`config.mk`:
```
export PLATFORM = sky130hd
export DESIGN_NAME = mltbs_rr_arbtr
export DESIGN_NICKNAME = d
export VERILOG_FILES = /design/src/rtl/mltbs_rr_arbtr.sv
export SDC_FILE = /design/constraint.sdc
export NUM_CORES = 1
export LEC_CHECK = 0
export CORE_ASPECT_RATIO = 0.5
export CORE_UTILIZATION = 43
export CTS_BUF_LIST = sky130_fd_sc_hd__clkbuf_4
export DETAILED_ROUTE_END_ITERATION = 8
export PLACE_DENSITY = 0.88
export RECOVER_POWER = 50
export SLEW_MARGIN = 10
export SYNTH_ARGS = -nofsm -noshare
export SYNTH_HDL_FRONTEND = slang
export SYNTH_SLANG_ARGS = --single-unit
```
`constraint.sdc`:
```
create_clock -name clk -period 5.9 [get_ports clk]
set_clock_uncertainty 0.2 [all_clocks]
set_input_delay 1.18 -clock clk [delete_from_list [all_inputs] [get_ports clk]]
set_output_delay 1.18 -clock clk [all_outputs]
set_load 0.03 [all_outputs]
```
`src/rtl/mltbs_rr_arbtr.sv`:
```
// Multi-bus round-robin arbiter: each bus pops one terminal FIFO and pushes the packet to its destination(s).
// Optional macro MLTBS_BCAST_EN enables delivery of broadcast IDs; otherwise they are dropped and counted.
module mltbs_rr_arbtr #(
    parameter int         bits      = 1,
    parameter int         drvrs     = 4,
    parameter int         pckg_sz   = 16,
    parameter logic [7:0] broadcast = 8'hFF
) (
    input  logic                                  clk,
    input  logic                                  reset,
    input  logic [bits-1:0][drvrs-1:0]            pndng,
    input  logic [bits-1:0][drvrs-1:0][pckg_sz-1:0] D_pop,
    output logic [bits-1:0][drvrs-1:0]            pop,
    output logic [bits-1:0][drvrs-1:0]            push,
    output logic [bits-1:0][drvrs-1:0][pckg_sz-1:0] D_push,
    output logic [bits-1:0]                       bus_busy,
    output logic [bits-1:0][15:0]                 drop_cnt
);

    localparam int GW = (drvrs > 1) ? $clog2(drvrs) : 1;

    typedef enum logic [1:0] {IDLE, POP, PUSH} state_e;

    for (genvar b = 0; b < bits; b++) begin : g_bus
        state_e             state_q, state_d;
        logic [GW-1:0]      grant_q, grant_d;
        logic [GW-1:0]      last_q, last_d;
        logic [drvrs-1:0]   pop_q, pop_d;
        logic [drvrs-1:0]   push_q, push_d;
        logic [pckg_sz-1:0] pkt_q, pkt_d;
        logic [15:0]        drop_q, drop_d;
        logic               busy_q, busy_d;
        logic               found;
        logic [GW-1:0]      rr_pick;
        logic [GW-1:0]      idx;
        logic [7:0]         dest_id;

        // Scan terminals starting just after the last grant so every requester is served in turn.
        always_comb begin
            found   = 1'b0;
            rr_pick = last_q;
            idx     = last_q;
            for (int k = 1; k <= drvrs; k++) begin
                idx = GW'((int'(last_q) + k) % drvrs);
                if (!found && pndng[b][idx]) begin
                    found   = 1'b1;
                    rr_pick = idx;
                end
            end
        end

        assign dest_id = D_pop[b][grant_q][pckg_sz-1 -: 8];

        always_comb begin
            // NOTE: every output of this block gets a default first, so no path can infer a latch.
            state_d = state_q;
            grant_d = grant_q;
            last_d  = last_q;
            pop_d   = '0;
            push_d  = '0;
            pkt_d   = pkt_q;
            drop_d  = drop_q;
            case (state_q)
                IDLE: begin
                    if (found) begin
                        grant_d        = rr_pick;
                        pop_d[rr_pick] = 1'b1;
                        state_d        = POP;
                    end
                end
                POP: begin
                    pkt_d   = D_pop[b][grant_q];
                    last_d  = grant_q;
                    state_d = PUSH;
                    if (int'(dest_id) < drvrs) begin
                        push_d[dest_id[GW-1:0]] = 1'b1;
                    end
`ifdef MLTBS_BCAST_EN
                    else if (dest_id == broadcast) begin
                        push_d          = '1;
                        push_d[grant_q] = 1'b0;
                    end
`endif
                    else if (drop_q != 16'hFFFF) begin
                        drop_d = drop_q + 16'd1;
                    end
                end
                PUSH: begin
                    state_d = IDLE;
                end
                default: begin
                    state_d = IDLE;
                end
            endcase
            busy_d = (state_d != IDLE);
        end

        // NOTE: state flops use non-blocking assignments so every bus samples the same pre-edge values.
        always_ff @(posedge clk or negedge reset) begin
            if (!reset) begin
                state_q <= IDLE;
                grant_q <= '0;
                last_q  <= GW'(drvrs - 1);
                pop_q   <= '0;
                push_q  <= '0;
                pkt_q   <= '0;
                drop_q  <= '0;
                busy_q  <= 1'b0;
            end else begin
                state_q <= state_d;
                grant_q <= grant_d;
                last_q  <= last_d;
                pop_q   <= pop_d;
                push_q  <= push_d;
                pkt_q   <= pkt_d;
                drop_q  <= drop_d;
                busy_q  <= busy_d;
            end
        end

        assign pop[b]      = pop_q;
        assign push[b]     = push_q;
        assign bus_busy[b] = busy_q;
        assign drop_cnt[b] = drop_q;
        for (genvar t = 0; t < drvrs; t++) begin : g_term
            assign D_push[b][t] = pkt_q;
        end
    end

endmodule

```
==> run metrics, run 1 <==
first-pass GRT wire length=12000 µm; Slowest-stage cell, CP=mux4_2; Synth Register Bits=47; Hold Path End=g_bus[0].state_q[0]; routed wl met2=4000 µm; num rows=20; Synth Net Count=350; nets@finish=455; Hold Path Stages=1; violated checks=capacitance limit, slew limit; Post-CTS Hold Buffers=0; Max Freq=318 MHz; Vias=2402; synthesized area=0.00287 mm²; commonest cells after routing, fill and taps aside=clkdlybuf4s50_1, nand2_1, dfrtp_1; Core Area=0.00626 mm²; worst rel slew slack=-0.603; hold crit path type=register to register; drt drc=0; fin crit share=0.533; CP Cell Sequence=clkdlybuf4s50_1 -> mux4_2 -> nor2_1 -> nand3_4 -> nand3_2 -> mux2_1; IO Pins=159; DPL Wire Length=5750 µm; Final Hold Fails=0; Clock Tree Root=clkbuf_4; 1st-pass router iterations=5; Final Hold Slack=0.310 ns; drt initial violations=102; Worst Reg-to-Reg Cells=5; WL met3=323 µm; Total Power=2.26 mW; vias in the first global route=2400; Clock Path Buffers=2; crit path launch=D_pop[63]; yosys warns=0; total track usage=0.222; antenna viol nets, final=0; drt wl/cell=15.7 µm; reg2reg start=g_bus[0].grant_q[0]; hold_sp=g_bus[0].state_q[1]; Multi-input gate area=0.00125 mm²; Max FO, Critical Path=18; sequential area share after synthesis=0.411; data arrival time of the critical path=3.20 ns; PwrDens=540 mW/mm²; WL met1=3060 µm; reg2reg end=drop_cnt[1]; IO Port Bufs=158; worst path required time=5.95 ns; postcts setup bufs=0; commonest non-fill, non-tap cell in the layout=clkdlybuf4s50_1; Routed WL=7450 µm; CP Capture Type=register; highest routed layer=met4; register area=0.00118 mm²; Final min period=3.15 ns; Routability Congestion=0.755; TritonCTS clock tree=done; CTS Sinks=47; Cells after Synth=279; setup violators final=0; Setup Crit Path Kind=primary input to register; Fillers=490; static leakage=1.80 nW; register-to-register setup slack=2.77 ns; register clock-pin slew on the reported worst setup and hold paths=0.13 ns; H-tree depth=2; largest net degree at the start of global routing=48; Mean Syn Cell Area=10.3 µm²; worst slew pin tran=2.40 ns; Max Cap Viol=1; setup TNS=0 ns; Initial Utilization=0.459; Clock Latency Late Sink=0.35 ns; library cells used by synthesis=39; status=finished, violations left; gr ovfl total=0; fraction of layout cells with a size suffix above 1=0.104; VDD IR max=0.351 mV; initial antenna violation count=0; Slew Viols, Final=48; # resized after CTS=0; Via density=5.08; Ant. Diodes=0; highest cell delay on the worst timing path=0.50 ns; DIE WIDTH=118 µm; unrepaired setup endpoints after global routing=no; Syn-to-layout area delta=45.8%; nature of the critical path startpoint=primary input; cts bufs inserted=5; Die Y=59.8 µm; Die ar.=0.00703 mm²
==> where the power goes <==
part           internal, mW  switching (mW)  leakage [nW]
clock                0.0615          0.0982        0.0368
combinational         0.636           0.845          1.17
sequential            0.436           0.181         0.594
total                  1.13            1.12          1.80
==> per-layer routing <==
metal	vias to the layer above	global-route usage
li1	1117	-
met3	7	0.0382
met1	1196	0.266
met4	0	0.0623
met2	82	0.424
met5	-	0
==> critical path, delay by kind of cell <==
kind,cells,cell delay (ns)
buffers and inverters,1,0.42
and+or+nand+nor,3,0.77
muxes,2,0.83
==> Yosys cell counts, drive strengths merged <==
cell    number  area share
nand2b       5       0.011
ha           1      0.0044
nand4       11       0.035
nor2b        1      0.0022
a21oi        8       0.014
nand2       61       0.080
and4         1      0.0031
nor2        14       0.021
a211oi       1      0.0044
or3          1      0.0022
o2111a       1      0.0039
o311ai       1      0.0031
o21a         1      0.0026
o21ai        1      0.0017
dfrtp       45        0.39
xnor2       13       0.040
or2          1      0.0022
clkbuf       8       0.010
dfstp        2       0.018
nand3        9       0.024
mux2         2      0.0078
o22a         1      0.0031
mux2i        1      0.0035
nor3         4      0.0087
inv          4      0.0052
mux4        16        0.13
buf         52        0.14
nand3b       4       0.013
nor4         1      0.0044
and3         8       0.017
==> sequential cells by signal, summed over array words and instances (netlist names) <==
| register | count |
|---|---|
| bus_busy | 1 |
| drop_cnt | 16 |
| g_bus.grant_q | 2 |
| g_bus.last_q | 2 |
| g_bus.pkt_q | 16 |
| g_bus.state_q | 2 |
| pop | 4 |
| push | 4 |
==> worst max-delay path by stage <==
stage | to | slack [ns]
detailed placement | drop_cnt[1] | 2.47
CTS | drop_cnt[1] | 2.82
global placement | drop_cnt[1] | 2.55
global route | g_bus[0].pkt_q[1] | 2.17
floorplan | drop_cnt[1] | 3.20
finish | drop_cnt[1] | 2.75
==> cells by family after synthesis <==
| logic type | after synthesis | synth area share |
|---|---|---|
| AOI/OAI and AO/OA | 14 | 0.0327 |
| and+or+nand+nor | 121 | 0.223 |
| adders and majority gates | 1 | 0.00436 |
| DFF | 47 | 0.411 |
| buffers and inverters | 64 | 0.153 |
| xor gates and xnor gates | 13 | 0.0397 |
| muxes | 19 | 0.137 |
==> final cells by class <==
cell class | instances | area share
clock buffer | 8 | 0.0143
sequential | 47 | 0.282
inverter | 4 | 0.00359
multi-input combinational | 168 | 0.298
timing repair buffer | 158 | 0.376
tap | 88 | 0.0263
==> per-stage QoR <==
step	utilization	std cells	cell area (µm²)	setup WS, ns
after floorplan	-	279	2870	3.20
after global placement	0.661	465	4130	2.55
after detailed placement	0.661	465	4130	2.47
after CTS	0.670	473	4190	2.82
after global routing	0.669	473	4190	2.17
final	0.669	473	4190	2.75
Power figures use the tool's default switching activity.
==> inputs of run 2 (changes only) <==
--- a/config.mk
+++ b/config.mk
@@ -6,10 +6,10 @@
 export NUM_CORES = 1
 export LEC_CHECK = 0
 export CORE_ASPECT_RATIO = 0.5
-export CORE_UTILIZATION = 43
+export CORE_UTILIZATION = 40
 export CTS_BUF_LIST = sky130_fd_sc_hd__clkbuf_4
 export DETAILED_ROUTE_END_ITERATION = 8
-export PLACE_DENSITY = 0.88
+export PLACE_DENSITY = 0.83
 export RECOVER_POWER = 50
 export SLEW_MARGIN = 10
 export SYNTH_ARGS = -nofsm -noshare
==> constraint.sdc (replaced) <==
create_clock -name clk -period 3 [get_ports clk]
set_clock_uncertainty 0.2 [all_clocks]
set_input_delay 0.6 -clock clk [delete_from_list [all_inputs] [get_ports clk]]
set_output_delay 0.6 -clock clk [all_outputs]
set_load 0.03 [all_outputs]
==> run 2 against run 1 <==
The flow now finishes without violations. Sequential power is 89% higher. Global-route usage is 1.6 points lower. Sequential share of layout area shrank 0.59 points. Routed wire length decreased by 0.93%. Cell area rose by 2.1%. Clock power rose to 2.9 times the previous value. Critical path depth shrank 1. Flip-flop and latch count unchanged. Final cell count up 2.1%. Count of clock-buffer cells in the layout fell by 2. Combinational power up 100%. Non-clock buffer count increased by 6. Largest cell class unchanged. Highest routed layer unchanged.
==> run metrics, run 2 (synthesis gave the netlist of run 1 again) <==
worst path required time=3.05 ns (-2.90 ns); Fillers=524 (+6.9%); drt initial violations=121 (+19%); setup TNS=0 ns (unchanged); drt drc=0 (unchanged); hold crit path type=primary input to async pin; nets@finish=461 (+1.3%); vias in the first global route=2341 (-2.5%); total track usage=0.206 (-0.0162); reg2reg start=g_bus[0].grant_q[0]; first-pass GRT wire length=11700 µm (-2.3%); IO Pins=159 (unchanged); fraction of layout cells with a size suffix above 1=0.115 (+0.0112); Slew Viols, Final=0 (-100%); IO Port Bufs=158 (unchanged); fin crit share=0.881; Routed WL=7380 µm (-0.93%); Initial Utilization=0.422 (-0.0370); antenna viol nets, final=0 (unchanged); Die Y=61.9 µm (+3.6%); Vias=2396 (-0.25%); worst slew pin tran=1.11 ns (-1.29 ns); Core Area=0.00681 mm² (+8.8%); commonest cells after routing, fill and taps aside=clkdlybuf4s50_1, nand2_1, dfrtp_1; Clock Latency Late Sink=0.36 ns (about the same); Die ar.=0.00754 mm² (+7.3%); data arrival time of the critical path=2.69 ns (-0.51 ns); PwrDens=1080 mW/mm² (+100%); static leakage=1.84 nW (+2.4%); Syn-to-layout area delta=48.9%; register-to-register setup slack=0.36 ns (-2.41 ns); Clock Path Buffers=2 (unchanged); unrepaired setup endpoints after global routing=no; Final Hold Fails=0 (unchanged); Max Cap Viol=0 (-1); TritonCTS clock tree=done; num rows=21 (+5.0%); DPL Wire Length=5840 µm (+1.5%); Final min period=2.64 ns; status=completed; largest net degree at the start of global routing=48 (unchanged); Ant. Diodes=0 (unchanged); nature of the critical path startpoint=register; Post-DP Area=0.00418 mm² (+1.2%); CTS Sinks=47 (unchanged); initial antenna violation count=0 (unchanged); VDD IR max=0.642 mV (+83%); H-tree depth=2 (unchanged); register clock-pin slew on the reported worst setup and hold paths=0.13 ns (about the same); gr ovfl total=0 (unchanged); cts bufs inserted=5 (unchanged); DIE WIDTH=122 µm (+3.6%); CP Capture Type=register; post-route cell area=0.00427 mm² (+2.1%); postcts setup bufs=0 (unchanged); Max Freq=378 MHz; # resized after CTS=0 (unchanged); Max FO, Critical Path=13 (-5); Clock Tree Root=clkbuf_4; Via density=4.96 (-2.3%); setup violators final=0 (unchanged); worst rel slew slack=0.260 (+0.862); reg2reg end=drop_cnt[1]; Setup Crit Path Kind=register to register; Post-CTS Hold Buffers=0 (unchanged); Routability Congestion=0.853 (+13%); 1st-pass router iterations=4 (-1); drt wl/cell=15.3 µm (-3.0%); Worst Reg-to-Reg Cells=5 (unchanged); commonest non-fill, non-tap cell in the layout=clkdlybuf4s50_1
## run 2: cell count changes in the layout (fill, tap and decap cells not counted), sizes merged
| cell | before | now |
|---|---|---|
| bufinv | 0 | 2 |
| buf | 0 | 4 |
## run 2: per-layer routing
metal / GRT usage / up-vias / share of wire
li1: - / 1130 / -
met1: 0.260 / 1179 / 0.42
met2: 0.383 / 81 / 0.53
met3: 0.0338 / 6 / 0.050
met4: 0.0459 / 0 / 0.0043
met5: 0 / - / 0
## run 2: worst max-delay path by stage
stage / start / slack (ns) / cells after the start / endpoint
2_1_floorplan: D_pop[59] / 0.88 / 5 / drop_cnt[1]
3_3_place_gp: D_pop[60] / 0.29 / 6 / drop_cnt[1]
3_5_place_dp: D_pop[47] / 0.21 / 6 / drop_cnt[1]
4_1_cts: g_bus[0].grant_q[0] / 0.40 / 5 / drop_cnt[1]
5_1_grt: g_bus[0].grant_q[0] / 0.16 / 5 / drop_cnt[1]
6_report: g_bus[0].grant_q[0] / 0.36 / 5 / drop_cnt[1]
## run 2: per-stage QoR
| stage | total power, mW | utilization | setup slack, ns | hold slack [ns] | std cells |
|---|---|---|---|---|---|
| final | 4.60 | 0.628 | 0.357 | 0.235 | 483 |
| after global routing | 4.86 | 0.628 | 0.164 | 0.325 | 483 |
| after CTS | 4.68 | 0.630 | 0.401 | 0.219 | 483 |
| after detailed placement | 4.21 | 0.615 | 0.213 | 0.272 | 475 |
| after global placement | 4.14 | 0.615 | 0.286 | 0.262 | 475 |
| after floorplan | 3.36 | - | 0.881 | 0.104 | 279 |
## run 2: critical path, stage by stage, from the launching register on
cell     delay (ns)
dfrtp_1        0.69
mux4_2         0.60
nor2_1         0.28
nand3_4        0.25
nand3_2        0.17
mux2_1         0.34
## run 2: area by class of cell
type	instances	area [µm²]	share of cell area
clock inverter	2	60.1	0.0141
sequential	47	1180	0.276
timing repair buffer	164	1610	0.378
clock buffer	6	45.0	0.0105
multi-input combinational	168	1250	0.292
inverter	4	15.0	0.00351
tap	92	115	0.0269
## run 2: where the power goes
| group | switching (mW) | internal, mW | leakage (nW) |
|---|---|---|---|
| clock network | 0.197 | 0.269 | 0.0559 |
| logic | 1.70 | 1.27 | 1.19 |
| registers | 0.309 | 0.860 | 0.594 |
| total | 2.20 | 2.40 | 1.84 |
==> inputs of run 3 (changes only) <==
--- a/config.mk
+++ b/config.mk
@@ -9,6 +9,7 @@
 export CORE_UTILIZATION = 40
 export CTS_BUF_LIST = sky130_fd_sc_hd__clkbuf_4
 export DETAILED_ROUTE_END_ITERATION = 8
+export MAX_ROUTING_LAYER = met4
 export PLACE_DENSITY = 0.83
 export RECOVER_POWER = 50
 export SLEW_MARGIN = 10
==> run 3 against run 2 <==
Setup slack better by 0.0042 ns. Cell area is the same. Largest power group unchanged. Routed wire length down 0.27%. Combinational power barely moved. Non-clock buffer count did not move. Global-route usage increased by 0.73 points. Fmax rose by 0.16%. Register-to-register slack hardly changed. Clock power barely moved.
==> run metrics, run 3 (synthesis gave the netlist of run 1 again) <==
status=completed; Ant. Diodes=0 (unchanged); IO Port Bufs=158 (unchanged); TritonCTS clock tree=done; hold crit path type=primary input to async pin; DPL Wire Length=5840 µm (unchanged); DP Cell Count=475 (unchanged); commonest non-fill, non-tap cell in the layout=clkdlybuf4s50_1; VDD IR max=0.643 mV (+0.20%); Post-CTS Hold Buffers=0 (unchanged); Clock Path Buffers=2 (unchanged); drt drc=0 (unchanged); Placement Setup Slack=0.213 ns (unchanged); num rows=21 (unchanged); Final Hold Fails=0 (unchanged); IO Pins=159 (unchanged); initial antenna violation count=0 (unchanged); setup violators final=0 (unchanged); unrepaired setup endpoints after global routing=no; sequential fraction of design power=0.253 (about the same); postcts setup bufs=0 (unchanged); static leakage=1.84 nW (unchanged); Gate power share=0.645 (about the same); Syn-to-layout area delta=48.9% (unchanged); Post-DP Area=0.00418 mm² (unchanged); Clock Latency Late Sink=0.36 ns (about the same); Pint=2.40 mW (about the same); Core Util, Final=0.628 (unchanged); worst slew pin tran=1.12 ns (+0.00968 ns); drt initial violations=91 (-25%); Total Power=4.61 mW (about the same); switching share of power=0.479 (about the same); Clock Tree Root=clkbuf_4; Worst Setup Slack, final=0.361 ns (+0.00420 ns); # resized after CTS=0 (unchanged); commonest cells after routing, fill and taps aside=clkdlybuf4s50_1, nand2_1, dfrtp_1; Clock power frac=0.102 (about the same); register clock-pin slew on the reported worst setup and hold paths=0.13 ns (about the same); H-tree depth=2 (unchanged); 1st-pass router iterations=4 (unchanged); post-route cell area=0.00427 mm² (unchanged); Die Y=61.9 µm (unchanged); vias in the first global route=2338 (-0.13%); total track usage=0.213 (+0.00734); Slew Viols, Final=0 (unchanged); final std cells w/o fill=483 (unchanged); Final Hold Slack=0.238 ns (+0.00239 ns); fin crit share=0.880 (-0.00140); CP Capture Type=register; antenna viol nets, final=0 (unchanged); gr ovfl total=0 (unchanged); Vias=2415 (+0.79%); drt wl/cell=15.2 µm (-0.27%); Die ar.=0.00754 mm² (unchanged); first-pass GRT wire length=11700 µm (+0.12%); Setup Crit Path Kind=register to register; fraction of layout cells with a size suffix above 1=0.115 (unchanged); Via density=5.00 (+0.79%); switching pwr=2.21 mW (about the same); PwrDens=1080 mW/mm² (about the same); Final min period=2.64 ns (-0.00420 ns); Initial Utilization=0.422 (unchanged); cts bufs inserted=5 (unchanged); Routed WL=7360 µm (-0.27%); Max Freq=379 MHz (+0.16%); Max Cap Viol=0 (unchanged); worst rel slew slack=0.253 (-0.00646); register-to-register setup slack=0.36 ns (about the same); Core Area=0.00681 mm² (unchanged); CTS Sinks=47 (unchanged); nature of the critical path startpoint=register; worst path required time=3.05 ns (about the same); nets@finish=461 (unchanged); Routability Congestion=0.866 (+1.6%); largest net degree at the start of global routing=48 (unchanged); data arrival time of the critical path=2.69 ns (about the same); DIE WIDTH=122 µm (unchanged); Max FO, Critical Path=13 (unchanged); setup TNS=0 ns (unchanged)
==> run 3: cell counts in the layout (fill, tap and decap cells not counted) <==
No cell type changed its count.
==> run 3: cell type report <==
type	instances	area [µm²]
Fill cell	524	2530
Timing Repair Buffer	164	1610
Multi-Input combinational cell	168	1250
Sequential cell	47	1180
Tap cell	92	115
Clock inverter	2	60.1
Clock buffer	6	45.0
Inverter	4	15.0
==> run 3: critical path, stage by stage, from the launching register on <==
cell,delay (ns)
dfrtp_1,0.70
mux4_2,0.59
nor2_1,0.28
nand3_4,0.25
nand3_2,0.17
mux2_1,0.34
==> run 3: metal layers <==
| metal | wire (µm) | part of all wire | track usage |
|---|---|---|---|
| met4 | 55 | 0.0075 | 0.0459 |
| met2 | 3890 | 0.53 | 0.379 |
| met5 | 0 | 0 | - |
| met1 | 3160 | 0.43 | 0.267 |
| met3 | 253 | 0.034 | 0.0283 |
==> run 3: final timing paths <==
path / startpoint / end / cells after the start
min in group clk: drop_cnt[10] / drop_cnt[10] / 1
worst max-delay path: g_bus[0].grant_q[0] / drop_cnt[1] / 5
worst max register to register: g_bus[0].grant_q[0] / drop_cnt[1] / 5
worst min-delay path: reset / drop_cnt[15] / 1
max in group asynchronous: reset / g_bus[0].state_q[1] / 1
worst min register to register: drop_cnt[10] / drop_cnt[10] / 1
==> run 3: power by group through the flow <==
stage | clock network, mW | logic [mW] | registers (mW)
global placement | 0 | 2.98 | 1.16
detailed placement | 0 | 3.02 | 1.19
finish | 0.468 | 2.97 | 1.17
floorplan | 0 | 1.96 | 1.39
global route | 0.495 | 3.14 | 1.22
CTS | 0.472 | 3.03 | 1.18
